`config.mk`:
```
export PLATFORM = sky130hd
export DESIGN_NAME = argon_writeback
export DESIGN_NICKNAME = d
export VERILOG_FILES = /design/src/rtl/argon_pkg.sv /design/src/rtl/argon_sync_fifo.sv /design/src/rtl/argon_writeback.sv
export SDC_FILE = /design/constraint.sdc
export NUM_CORES = 1
export LEC_CHECK = 0
export ABC_CLOCK_PERIOD_IN_PS = 2400
export BUFFER_PORTS_ARGS = -buffer_cell sky130_fd_sc_hd__buf_2
export CAP_MARGIN = 25
export CORE_ASPECT_RATIO = 1.1
export CORE_UTILIZATION = 50
export CTS_CLUSTER_DIAMETER = 200
export CTS_CLUSTER_SIZE = 25
export DETAILED_ROUTE_END_ITERATION = 6
export PLACE_DENSITY = 0.75
export SETUP_SLACK_MARGIN = 0.05
export SLEW_MARGIN = 20
export SYNTH_ARGS = -nofsm -noshare
export SYNTH_HDL_FRONTEND = slang
export SYNTH_HIERARCHICAL = 1
export SYNTH_SLANG_ARGS = --single-unit
```
`constraint.sdc`:
```
create_clock -name i_clk -period 2.4 [get_ports i_clk]
set_input_delay 0.12 -clock i_clk [delete_from_list [all_inputs] [get_ports i_clk]]
set_output_delay 0.12 -clock i_clk [all_outputs]
set_load 0.01 [all_outputs]
```
`src/rtl/argon_pkg.sv`:
```
// Shared widths and the write-back entry type for the Argon register file writer.
package argon_pkg;

  localparam int ARGON_REGISTERS  = 8;
  localparam int ARGON_INDEXWIDTH = 3;
  localparam int ARGON_DATAWIDTH  = 16;
  localparam int ARGON_FIFO_DEPTH = 4;

  typedef struct packed {
    logic [ARGON_INDEXWIDTH-1:0] rd;
    logic [ARGON_DATAWIDTH-1:0]  data;
  } wb_entry_t;

endpackage

```
`src/rtl/argon_sync_fifo.sv`:
```
// Small synchronous FIFO holding memory results until the write port is free.
module argon_sync_fifo #(
  parameter int DEPTH = 4,
  parameter int WIDTH = 19
) (
  input  logic             clk,
  input  logic             reset_n,
  input  logic             push,
  input  logic [WIDTH-1:0] push_data,
  input  logic             pop,
  output logic [WIDTH-1:0] pop_data,
  output logic             full,
  output logic             empty
);

  localparam int AW = $clog2(DEPTH);
  localparam int CW = AW + 1;

  logic [WIDTH-1:0] mem [DEPTH];
  logic [AW-1:0]    wr_ptr;
  logic [AW-1:0]    rd_ptr;
  logic [CW-1:0]    count;
  logic             do_push;
  logic             do_pop;

  assign full     = (count == CW'(DEPTH));
  assign empty    = (count == '0);
  assign do_push  = push && !full;
  assign do_pop   = pop && !empty;
  assign pop_data = mem[rd_ptr];

  always_ff @(posedge clk) begin
    if (do_push) mem[wr_ptr] <= push_data;
  end

  always_ff @(posedge clk) begin
    if (!reset_n) begin
      wr_ptr <= '0;
      rd_ptr <= '0;
      count  <= '0;
    end else begin
      if (do_push) wr_ptr <= wr_ptr + AW'(1);
      if (do_pop)  rd_ptr <= rd_ptr + AW'(1);
      case ({do_push, do_pop})
        2'b10:   count <= count + CW'(1);
        2'b01:   count <= count - CW'(1);
        default: count <= count;
      endcase
    end
  end

endmodule

```
`src/rtl/argon_writeback.sv`:
```
// Argon write-side driver: ALU/memory result arbitration, registered regfile write, hazard scoreboard.
module argon_writeback
  import argon_pkg::*;
#(
  parameter int REGISTERS  = ARGON_REGISTERS,
  parameter int INDEXWIDTH = ARGON_INDEXWIDTH,
  parameter int DATAWIDTH  = ARGON_DATAWIDTH,
  parameter int FIFO_DEPTH = ARGON_FIFO_DEPTH
) (
  input  logic                  i_clk,
  input  logic                  i_reset_n,
  input  logic                  i_issue_valid,
  input  logic [INDEXWIDTH-1:0] i_issue_rd,
  input  logic                  i_alu_valid,
  input  logic [INDEXWIDTH-1:0] i_alu_rd,
  input  logic [DATAWIDTH-1:0]  i_alu_data,
  input  logic                  i_mem_valid,
  output logic                  o_mem_ready,
  input  logic [INDEXWIDTH-1:0] i_mem_rd,
  input  logic [DATAWIDTH-1:0]  i_mem_data,
  input  logic [INDEXWIDTH-1:0] i_query_a,
  input  logic [INDEXWIDTH-1:0] i_query_b,
  output logic                  o_busy_a,
  output logic                  o_busy_b,
  output logic                  o_writeEn,
  output logic [INDEXWIDTH-1:0] o_selectW,
  output logic [DATAWIDTH-1:0]  o_wdata,
  output logic                  o_spurious
);

  wb_entry_t             head;
  wb_entry_t             win;
  logic                  fifo_full;
  logic                  fifo_empty;
  logic                  mem_push;
  logic                  mem_pop;
  logic                  win_write;
  logic [REGISTERS-1:0]  pend;
  logic [REGISTERS-1:0]  pend_next;

  assign o_mem_ready = i_reset_n && !fifo_full;
  assign mem_push    = i_mem_valid && o_mem_ready;
  assign mem_pop     = !i_alu_valid && !fifo_empty;

  argon_sync_fifo #(
    .DEPTH (FIFO_DEPTH),
    .WIDTH ($bits(wb_entry_t))
  ) u_fifo (
    .clk       (i_clk),
    .reset_n   (i_reset_n),
    .push      (mem_push),
    .push_data ({i_mem_rd, i_mem_data}),
    .pop       (mem_pop),
    .pop_data  (head),
    .full      (fifo_full),
    .empty     (fifo_empty)
  );

  // ALU always wins; rd==0 results are consumed but never reach the port.
  always_comb begin
    win       = '0;
    win_write = 1'b0;
    if (i_alu_valid) begin
      win       = '{rd: i_alu_rd, data: i_alu_data};
      win_write = (i_alu_rd != '0);
    end else if (!fifo_empty) begin
      win       = head;
      win_write = (head.rd != '0);
    end
  end

  // Clear on the commit edge first so a same-edge issue to that index keeps it pending.
  always_comb begin
    pend_next = pend;
    if (o_writeEn) pend_next[o_selectW] = 1'b0;
    if (i_issue_valid && (i_issue_rd != '0)) pend_next[i_issue_rd] = 1'b1;
  end

  always_ff @(posedge i_clk) begin
    if (!i_reset_n) begin
      o_writeEn  <= 1'b0;
      o_selectW  <= '0;
      o_wdata    <= '0;
      o_spurious <= 1'b0;
      pend       <= '0;
    end else begin
      o_writeEn <= win_write;
      pend      <= pend_next;
      if (win_write) begin
        o_selectW <= win.rd;
        o_wdata   <= win.data;
        if (!pend[win.rd]) o_spurious <= 1'b1;
      end
    end
  end

  assign o_busy_a = (i_query_a != '0) && pend[i_query_a];
  assign o_busy_b = (i_query_b != '0) && pend[i_query_b];

endmodule
```
==> qor.csv, run 1 <==
metric;value;unit
p_sw_frac;0.234;
fill_cells;623;
cts-htree-levels;4;
setup_viol_count_final;0;
worstHoldStart;i_alu_data[6];
syn_avg_cell_area;14.6;µm²
tightest_slew;391;ps
core_area;0.00896;mm²
clock-sinks;113;
crit_slowest_cell;fa_1;
multi_input_area;0.00154;mm²
slew_violations;0;
area_delta_synth_final;31.0;%
cts_buffer_depth;2;
synth.yosys.seq_area_share;0.645;
ys_seq_elements;113;
final_hold_viol_count;0;
clock.fmax;438;MHz
cp-start-kind;flip-flop;
worstPathCellList;nor3b_4 -> nor2_1 -> and2_1 -> nor2b_1 -> inv_2 -> ha_1 -> inv_1 -> fa_1 -> xor2_1 -> or3_1 -> a21boi_1;
drive_gt1_frac;0.347;
die_y;104;µm
port_buffers;75;
path_clk_slew;60;ps
instances_no_fill;569;
clock_latency;500;ps
layout_common_cells;edfxtp_1, buf_2, dfxtp_1;
min_period;2280;ps
overflow;0;
crit_start;u_fifo/count[2]$_SDFFE_PN0P_;
period_share;0.951;
cp_top_family;simple AND/OR/NAND/NOR gates;
final-seq-area;0.00303;mm²
dp_hpwl;6540;µm
die_area;0.00976;mm²
rr_startpoint;u_fifo/count[2]$_SDFFE_PN0P_;
synth.distinct_cells;46;
arrival;2710;ps
cp-end-kind;flip-flop;
grt_pass1_wl;17400;µm
p_seq_frac;0.414;
grt_usage;0.243;
firstDrtPassIters;5;
critPathBufInv;2;
rsz0062_at_grt;true;
grt_max_degree;27;
cts-root-buf;clkbuf_8;
p_leak;2.23;nW
intPower;4.13;mW
cts_buffers;17;
fin_setup_tns;0;ps
finClkSkew;7.79;ps
synth_nets;378;
clock_power_share;0.483;
wl_per_cell;19.3;µm
grt_pass1_vias;3472;
cts_setup_buffers;0;
wl;11000;µm
initial_core_util;0.523;
ant_nets;0;
dp.cells;510;
slew_headroom;0.738;
io_pins;76;
vias;3303;
final_common_cell;edfxtp_1;
antenna_found_initial;0;
maxCapViolations;0;
min_path_type;input pin to flip-flop;
die_x;94.3;µm
nets;500;
drc;0;
path_class;flip-flop to flip-flop;
drt-initial-drc-count;204;
antenna-diode-count;0;
cp_max_fo;4;
cp.required;2830;ps
switchingPower;1.26;mW
ys_warn_count;6;
cts_tree;yes;
rows;36;
power_frac_comb;0.103;
syn_area;0.00468;mm²
ir_drop;0.648;mV
status;complete, no violations;
vias_per_cell;5.80;
gp_congestion;0.849;
synthCells;320;
critPathMaxStageDelay;380;ps
p_per_area;879;mW/mm²
area by class of cell:
class                           instances  area share
Sequential cell                       113       0.493
Multi-Input combinational cell        183       0.251
Timing Repair Buffer                  120       0.127
Clock buffer                           18      0.0681
Clock inverter                         14      0.0330
Tap cell                              114      0.0232
Inverter                                7     0.00428
power groups by stage:
stage	registers, mW	logic (mW)	clock network (mW)
after CTS	2.23	0.550	2.63
after detailed placement	2.26	0.507	0
final	2.23	0.554	2.61
after global placement	2.26	0.491	0
after global routing	2.24	0.601	2.72
after floorplan	2.27	0.294	0
per-stage QoR:
step	hold slack (ps)	setup WS (ps)	utilization	area, µm²	power, mW
floorplan	219	108	-	4700	2.56
global placement	329	222	0.584	5240	2.75
detailed placement	336	137	0.584	5240	2.77
CTS	11.4	99.7	0.684	6130	5.41
global route	43.6	35.1	0.685	6140	5.56
finish	21.4	117	0.685	6140	5.39
logic make-up (layout without fill, tap and decap cells):
logic type / count (synthesis) / in the layout / synth area share
DFF: 113 / 113 / 0.645
and+or+nand+nor: 78 / 78 / 0.0916
AOI/OAI and AO/OA: 72 / 72 / 0.103
muxes: 25 / 25 / 0.110
buffers and inverters: 24 / 159 / 0.0283
adders and majority gates: 6 / 6 / 0.0176
xor gates and xnor gates: 2 / 2 / 0.00374
cell usage after synthesis (all sizes together):
master | n | share of area
a22oi | 16 | 0.026
o31a | 1 | 0.0019
xor2 | 1 | 0.0019
xnor2 | 1 | 0.0019
a221oi | 1 | 0.0019
nor2b | 6 | 0.0080
nand4bb | 1 | 0.0024
ha | 5 | 0.013
a211oi | 17 | 0.027
nor3b | 3 | 0.0059
or3b | 3 | 0.0056
o31ai | 2 | 0.0043
mux4 | 21 | 0.10
nor2 | 7 | 0.0061
nand3 | 5 | 0.0053
clkinv | 1 | 0.00080
a21boi | 2 | 0.0032
and2 | 11 | 0.015
mux2i | 2 | 0.0043
fa | 1 | 0.0043
o21ai | 16 | 0.017
mux2 | 2 | 0.0048
nand4 | 1 | 0.0013
inv | 6 | 0.0048
a221o | 1 | 0.0021
or3 | 2 | 0.0027
a21oi | 12 | 0.013
nand2 | 18 | 0.014
a32oi | 2 | 0.0037
nand2b | 4 | 0.0053
clkbuf | 5 | 0.0040
nor3 | 17 | 0.019
buf | 12 | 0.019
edfxtp | 76 | 0.49
dfxtp | 37 | 0.16
a22o | 1 | 0.0019
o21a | 1 | 0.0016
registers in the layout, indices dropped and copies added, names as in the netlist, named ones only:
| name | flops |
|---|---|
| pend | 7 |
| o_spurious | 1 |
| u_fifo/rd_ptr | 2 |
| o_writeEn | 1 |
| u_fifo/count | 3 |
| o_selectW | 3 |
| o_wdata | 16 |
| u_fifo/mem | 76 |
| u_fifo/wr_ptr | 2 |
path summary, 6_finish.rpt:
| path | end | slack [ps] | cells past startpoint |
|---|---|---|---|
| setup reg to reg | u_fifo/count[2]$_SDFFE_PN0P_ | 120 | 11 |
| hold / removal | o_wdata[6]$_SDFFE_PN0P_ | 20 | 3 |
| setup / recovery | u_fifo/count[2]$_SDFFE_PN0P_ | 120 | 11 |
| hold reg to reg | u_fifo/count[2]$_SDFFE_PN0P_ | 510 | 2 |
layer usage:
metal	track usage	routed length (µm)	vias up
met4	0.102	206	0
met3	0.0720	740	20
met2	0.415	5760	146
met5	0	0	-
li1	-	-	1502
met1	0.280	4300	1635
timing repair:
action                                 CTS  global route
gates resized for setup                  0             5
endpoints found under the hold margin   89             0
setup endpoints to repair                0             2
hold buffers                            27             0
tightest hold or removal path, cell delays in order:
cell      delay (ps)
buf_2             70
a22oi_1           70
a211oi_1         210
(Power assumes the default switching activity.)
==> inputs of run 2 (changes only) <==
--- a/config.mk
+++ b/config.mk
@@ -8,5 +8,5 @@
 export ABC_CLOCK_PERIOD_IN_PS = 2400
 export BUFFER_PORTS_ARGS = -buffer_cell sky130_fd_sc_hd__buf_2
-export CAP_MARGIN = 25
+export CAP_MARGIN = 5
 export CORE_ASPECT_RATIO = 1.1
 export CORE_UTILIZATION = 50
==> constraint.sdc (replaced) <==
create_clock -name i_clk -period 2.4 [get_ports i_clk]
set_input_delay 0.48 -clock i_clk [delete_from_list [all_inputs] [get_ports i_clk]]
set_output_delay 0.48 -clock i_clk [all_outputs]
set_load 0.01 [all_outputs]
==> run 2 against run 1 <==
- critical endpoint unchanged
- via count down 5.6%
- worst hold slack improved by 150 ps
- sequential share of layout area up 2.5 points
- count of clock-buffer cells in the layout unchanged
==> qor.csv, run 2 (synthesis results as in run 1) <==
metric;value;unit;change
ir_drop;0.664;mV;was 0.648 mV
finClkSkew;7.46;ps;was 7.79 ps
initial_core_util;0.523;;unchanged
p_leak;2.09;nW;was 2.23 nW
min_path_type;input pin to flip-flop;;unchanged
area_delta_synth_final;24.9;%;was 31.0%
critPathBufInv;2;;unchanged
rows;36;;unchanged
port_buffers;75;;unchanged
cts_buffers;17;;unchanged
grt_max_degree;27;;unchanged
grt_pass1_vias;3213;;was 3472
path_class;flip-flop to flip-flop;;unchanged
period_share;0.931;;was 0.951
grt_pass1_wl;16600;µm;was 17400 µm
firstDrtPassIters;4;;was 5
tightest_slew;372;ps;was 391 ps
critPathMaxStageDelay;360;ps;was 380 ps
slew_headroom;0.750;;was 0.738
slew_violations;0;;unchanged
dp_hpwl;6460;µm;was 6540 µm
cp-start-kind;flip-flop;;unchanged
maxCapViolations;0;;unchanged
cts_buffer_depth;2;;unchanged
drc;0;;unchanged
die_area;0.00976;mm²;unchanged
instances_no_fill;544;;was 569
drt-initial-drc-count;183;;was 204
final_hold_viol_count;0;;unchanged
antenna_found_initial;1;;was 0
grt_usage;0.237;;was 0.243
status;complete, no violations;;unchanged
path_clk_slew;60;ps;about the same
cts-htree-levels;4;;unchanged
io_pins;76;;unchanged
fin_hold_ws;167;ps;was 21.4 ps
cts-root-buf;clkbuf_8;;unchanged
clock.fmax;448;MHz;was 438 MHz
reg_top3;u_fifo/mem (76), o_wdata (16), pend (7);;unchanged
fin_setup_tns;0;ps;unchanged
rsz0062_at_grt;false;;was true
worstPathCellList;nor3b_4 -> nor2_1 -> and2_1 -> nor2b_1 -> inv_2 -> ha_2 -> inv_1 -> fa_1 -> xor2_1 -> or3_1 -> a21boi_1;;was nor3b_4 -> nor2_1 -> and2_1 -> nor2b_1 -> inv_2 -> ha_1 -> inv_1 -> fa_1 -> xor2_1 -> or3_1 -> a21boi_1
cp.required;2850;ps;was 2830 ps
largest_reg_flops;76;;unchanged
setup_viol_count_final;0;;unchanged
wl;10500;µm;was 11000 µm
cts_tree;yes;;unchanged
die_x;94.3;µm;unchanged
vias_per_cell;5.73;;was 5.80
clock-sinks;113;;unchanged
dp.cells;509;;was 510
drive_gt1_frac;0.368;;was 0.347
nets;474;;was 500
gp_congestion;0.871;;was 0.849
core_area;0.00896;mm²;unchanged
cp_max_fo;4;;unchanged
crit_slowest_cell;dfxtp_4;;was fa_1
cp_top_family;simple AND/OR/NAND/NOR gates;;unchanged
final_util;0.653;;was 0.685
clock_latency;530;ps;was 500 ps
layout_common_cells;edfxtp_1, buf_2, dfxtp_1;;unchanged
wl_per_cell;19.4;µm;was 19.3 µm
final_common_cell;edfxtp_1;;unchanged
p_per_area;857;mW/mm²;was 879 mW/mm²
die_y;104;µm;unchanged
cp-end-kind;flip-flop;;unchanged
arrival;2690;ps;was 2710 ps
vias;3118;;was 3303
ant_nets;0;;unchanged
overflow;0;;unchanged
hold_buffers;0;;was 27
min_period;2230;ps;was 2280 ps
regMostFlops;u_fifo/mem;;unchanged
run 2: metrics by stage:
step                      setup WS, ps  power (mW)  cell area [µm²]
final                              165        5.01             5850
after floorplan                   54.2        2.57             4700
after global routing              58.6        5.17             5850
after CTS                         98.3        5.03             5820
after global placement             160        2.76             5280
after detailed placement          94.8        2.78             5280
run 2: final cells by class:
class | instances | area (µm²)
multi-input cells | 183 | 1550
fillers | 621 | 3110
repair buffers | 94 | 568
clock inverters | 14 | 118
diodes | 1 | 2.50
flip-flops and latches | 113 | 3030
inverters | 7 | 26.3
well taps | 114 | 143
clock buffers | 18 | 418
run 2: timing repair:
item	CTS	global route
resized for setup	0	6
endpoints found under the setup margin	0	1
buffers inserted	0	2
run 2: per-layer routing:
| layer | part of all wire | track usage | wire length (µm) |
|---|---|---|---|
| met5 | 0 | 0 | 0 |
| met4 | 0.022 | 0.0989 | 236 |
| met3 | 0.072 | 0.0734 | 759 |
| met2 | 0.51 | 0.380 | 5410 |
| met1 | 0.39 | 0.294 | 4130 |
run 2: report_power, final:
| part | internal (mW) | leakage [nW] | total (mW) | switching (mW) |
|---|---|---|---|---|
| Combinational | 0.235 | 0.846 | 0.524 | 0.289 |
| Sequential | 2.17 | 0.996 | 2.23 | 0.0559 |
| Clock | 1.36 | 0.252 | 2.26 | 0.898 |
run 2: worst paths after layout:
kind / slack [ps] / endpoint / depth (start not counted) / start
worst max-delay path: 170 / u_fifo/count[2]$_SDFFE_PN0P_ / 11 / u_fifo/count[0]$_SDFFE_PN0P_
worst min-delay path: 170 / u_fifo/mem[1][13]$_DFFE_PP_ / 1 / i_mem_data[13]
worst min register to register: 490 / flip-flop / 2 / u_fifo/rd_ptr[1]$_SDFFE_PN0P_
worst max register to register: 170 / u_fifo/count[2]$_SDFFE_PN0P_ / 11 / u_fifo/count[0]$_SDFFE_PN0P_
==> inputs of run 3 (changes only) <==
Settings changed: ABC_CLOCK_PERIOD_IN_PS 2400 to 2100, CORE_UTILIZATION 50 to 56, PLACE_DENSITY 0.75 to not set, PLACE_DENSITY_LB_ADDON set to 0.08.
Clock period 2.4 ns to 2.1 ns, I/O delays scaled along.
==> run 3 against run 2 <==
- the run now ends with negative setup slack left
- clock power up 26%
- worst hold slack worse by 38 ps
- sequential share of layout area down 1.1 points
- utilization up 9.6 points
- worst setup slack worse by 200 ps
- count of clock-buffer cells in the layout down 1
- power up 20%
==> qor.csv, run 3 (synthesis results as in run 1) <==
metric;value;unit;change
p_seq_frac;0.423;;was 0.444
status;finished, violations left;;was complete, no violations
final-seq-area;0.00304;mm²;was 0.00303 mm²
die_area;0.00874;mm²;was 0.00976 mm²
regMostFlops;u_fifo/mem;;unchanged
intPower;4.59;mW;was 3.77 mW
area_delta_synth_final;27.8;%;was 24.9%
violations;negative setup slack;;
min_period;2130;ps;was 2230 ps
port_buffers;75;;unchanged
slew_violations;0;;unchanged
cp_max_fo;2;;was 4
cp-end-kind;flip-flop;;unchanged
wl;9930;µm;was 10500 µm
cts-htree-levels;4;;unchanged
fin_hold_ws;129;ps;was 167 ps
ir_drop;1.04;mV;was 0.664 mV
dp_hpwl;6390;µm;was 6460 µm
design_area;0.00599;mm²;was 0.00585 mm²
fill_cells;518;;was 621
period_share;1.01;;was 0.931
clock_latency;500;ps;was 530 ps
path_class;flip-flop to flip-flop;;unchanged
reg_top3;u_fifo/mem (76), o_wdata (16), pend (7);;unchanged
min_path_type;input pin to flip-flop;;unchanged
finClkSkew;4.10;ps;was 7.46 ps
grt_max_degree;27;;unchanged
ant_nets;0;;unchanged
post-route-worst-setup-slack;-31.4;ps;was 165 ps
maxCapViolations;0;;unchanged
place_ws;-65.1;ps;was 94.8 ps
initial_core_util;0.586;;was 0.523
grt_pass1_wl;15700;µm;was 16600 µm
drive_gt1_frac;0.407;;was 0.368
core_area;0.00800;mm²;was 0.00896 mm²
gp_congestion;0.802;;was 0.871
setup_viol_count_final;1;;was 0
worstPathCellList;nor3b_4 -> nor2_2 -> and2_1 -> nor2b_1 -> inv_2 -> ha_4 -> inv_2 -> fa_2 -> xor2_1 -> or3_1 -> a21boi_1;;was nor3b_4 -> nor2_1 -> and2_1 -> nor2b_1 -> inv_2 -> ha_2 -> inv_1 -> fa_1 -> xor2_1 -> or3_1 -> a21boi_1
slew_headroom;0.772;;was 0.750
cts_buffer_depth;2;;unchanged
rsz0062_at_grt;true;;was false
drt-initial-drc-count;127;;was 183
clock.fmax;469;MHz;was 448 MHz
grt_pass1_vias;3184;;was 3213
p_per_area;1000;mW/mm²;was 857 mW/mm²
switchingPower;1.43;mW;was 1.24 mW
vias;3130;;was 3118
p_leak;2.15;nW;was 2.09 nW
p_sw_frac;0.237;;was 0.248
io_pins;76;;unchanged
final_util;0.748;;was 0.653
clock-sinks;113;;unchanged
layout_common_cells;edfxtp_1, buf_2, dfxtp_1;;unchanged
vias_per_cell;5.79;;was 5.73
cp-start-kind;flip-flop;;unchanged
drc;0;;unchanged
path_clk_slew;60;ps;about the same
multi_input_area;0.00160;mm²;was 0.00155 mm²
cp_top_family;simple AND/OR/NAND/NOR gates;;unchanged
power_frac_comb;0.105;;about the same
clock_power_share;0.473;;was 0.451
overflow;0;;unchanged
cts_tree;yes;;unchanged
critPathBufInv;2;;unchanged
antenna_found_initial;1;;unchanged
die_y;97.9;µm;was 104 µm
die_x;89.2;µm;was 94.3 µm
final_hold_viol_count;0;;unchanged
cts-root-buf;clkbuf_8;;unchanged
post_dp_cell_area;0.00535;mm²;was 0.00528 mm²
cts_buffers;17;;unchanged
fin_total_pwr;6.01;mW;was 5.01 mW
rows;34;;was 36
crit_top_cell;inv_2;;
cp.required;2530;ps;was 2850 ps
nets;477;;was 474
tightest_slew;342;ps;was 372 ps
final_common_cell;edfxtp_1;;unchanged
wl_per_cell;18.3;µm;was 19.4 µm
largest_reg_flops;76;;unchanged
arrival;2560;ps;was 2690 ps
firstDrtPassIters;4;;unchanged
critPathMaxStageDelay;330;ps;was 360 ps
grt_usage;0.251;;was 0.237
crit_slowest_cell;dfxtp_2;;was dfxtp_4
## run 3: timing repair
item | CTS | global route
setup endpoints to repair | 3 | 7
pin swaps | 1 | 2
gates resized for setup | 2 | 10
buffers inserted | 1 | 0
hold buffers | 0 | 0
## run 3: worst paths after layout
| kind | slack, ps | cells after the start | to | start |
|---|---|---|---|---|
| setup / recovery | -30 | 11 | u_fifo/count[2]$_SDFFE_PN0P_ | u_fifo/count[1]$_SDFFE_PN0P_ |
| hold / removal | 130 | 1 | u_fifo/mem[1][13]$_DFFE_PP_ | i_mem_data[13] |
| hold reg to reg | 500 | 2 | u_fifo/wr_ptr[1]$_SDFFE_PN0P_ | u_fifo/wr_ptr[1]$_SDFFE_PN0P_ |
| setup reg to reg | -30 | 11 | u_fifo/count[2]$_SDFFE_PN0P_ | u_fifo/count[1]$_SDFFE_PN0P_ |
## run 3: metrics by stage
| step | instances | TNS (ps) |
|---|---|---|
| after floorplan | 320 | -99.3 |
| after global placement | 507 | 0 |
| after detailed placement | 507 | -65.1 |
| after CTS | 540 | -39.2 |
| after global routing | 541 | -128 |
| final | 541 | -31.4 |
## run 3: metal layers
layer	track usage	routed length, µm	share of wire	vias to the layer above
li1	-	-	-	1459
met1	0.304	4150	0.42	1549
met2	0.417	5080	0.51	108
met3	0.0626	513	0.052	14
met4	0.116	184	0.019	0
met5	0	0	0	-
## run 3: power by group through the flow
stage          Clock (mW)  Sequential (mW)  Combinational (mW)
6_report             2.84             2.54               0.629
5_1_grt              2.97             2.55               0.689
4_1_cts              2.87             2.54               0.619
3_5_place_dp            0             2.58               0.612
3_3_place_gp            0             2.58               0.599
2_1_floorplan           0             2.60               0.351
## run 3: layout make-up
class,instances,area share
clock buffers,17,0.0692
multi-input cells,183,0.267
clock inverters,15,0.0307
diodes,1,0.000418
repair buffers,97,0.0987
well taps,108,0.0226
inverters,7,0.00460
flip-flops and latches,113,0.507
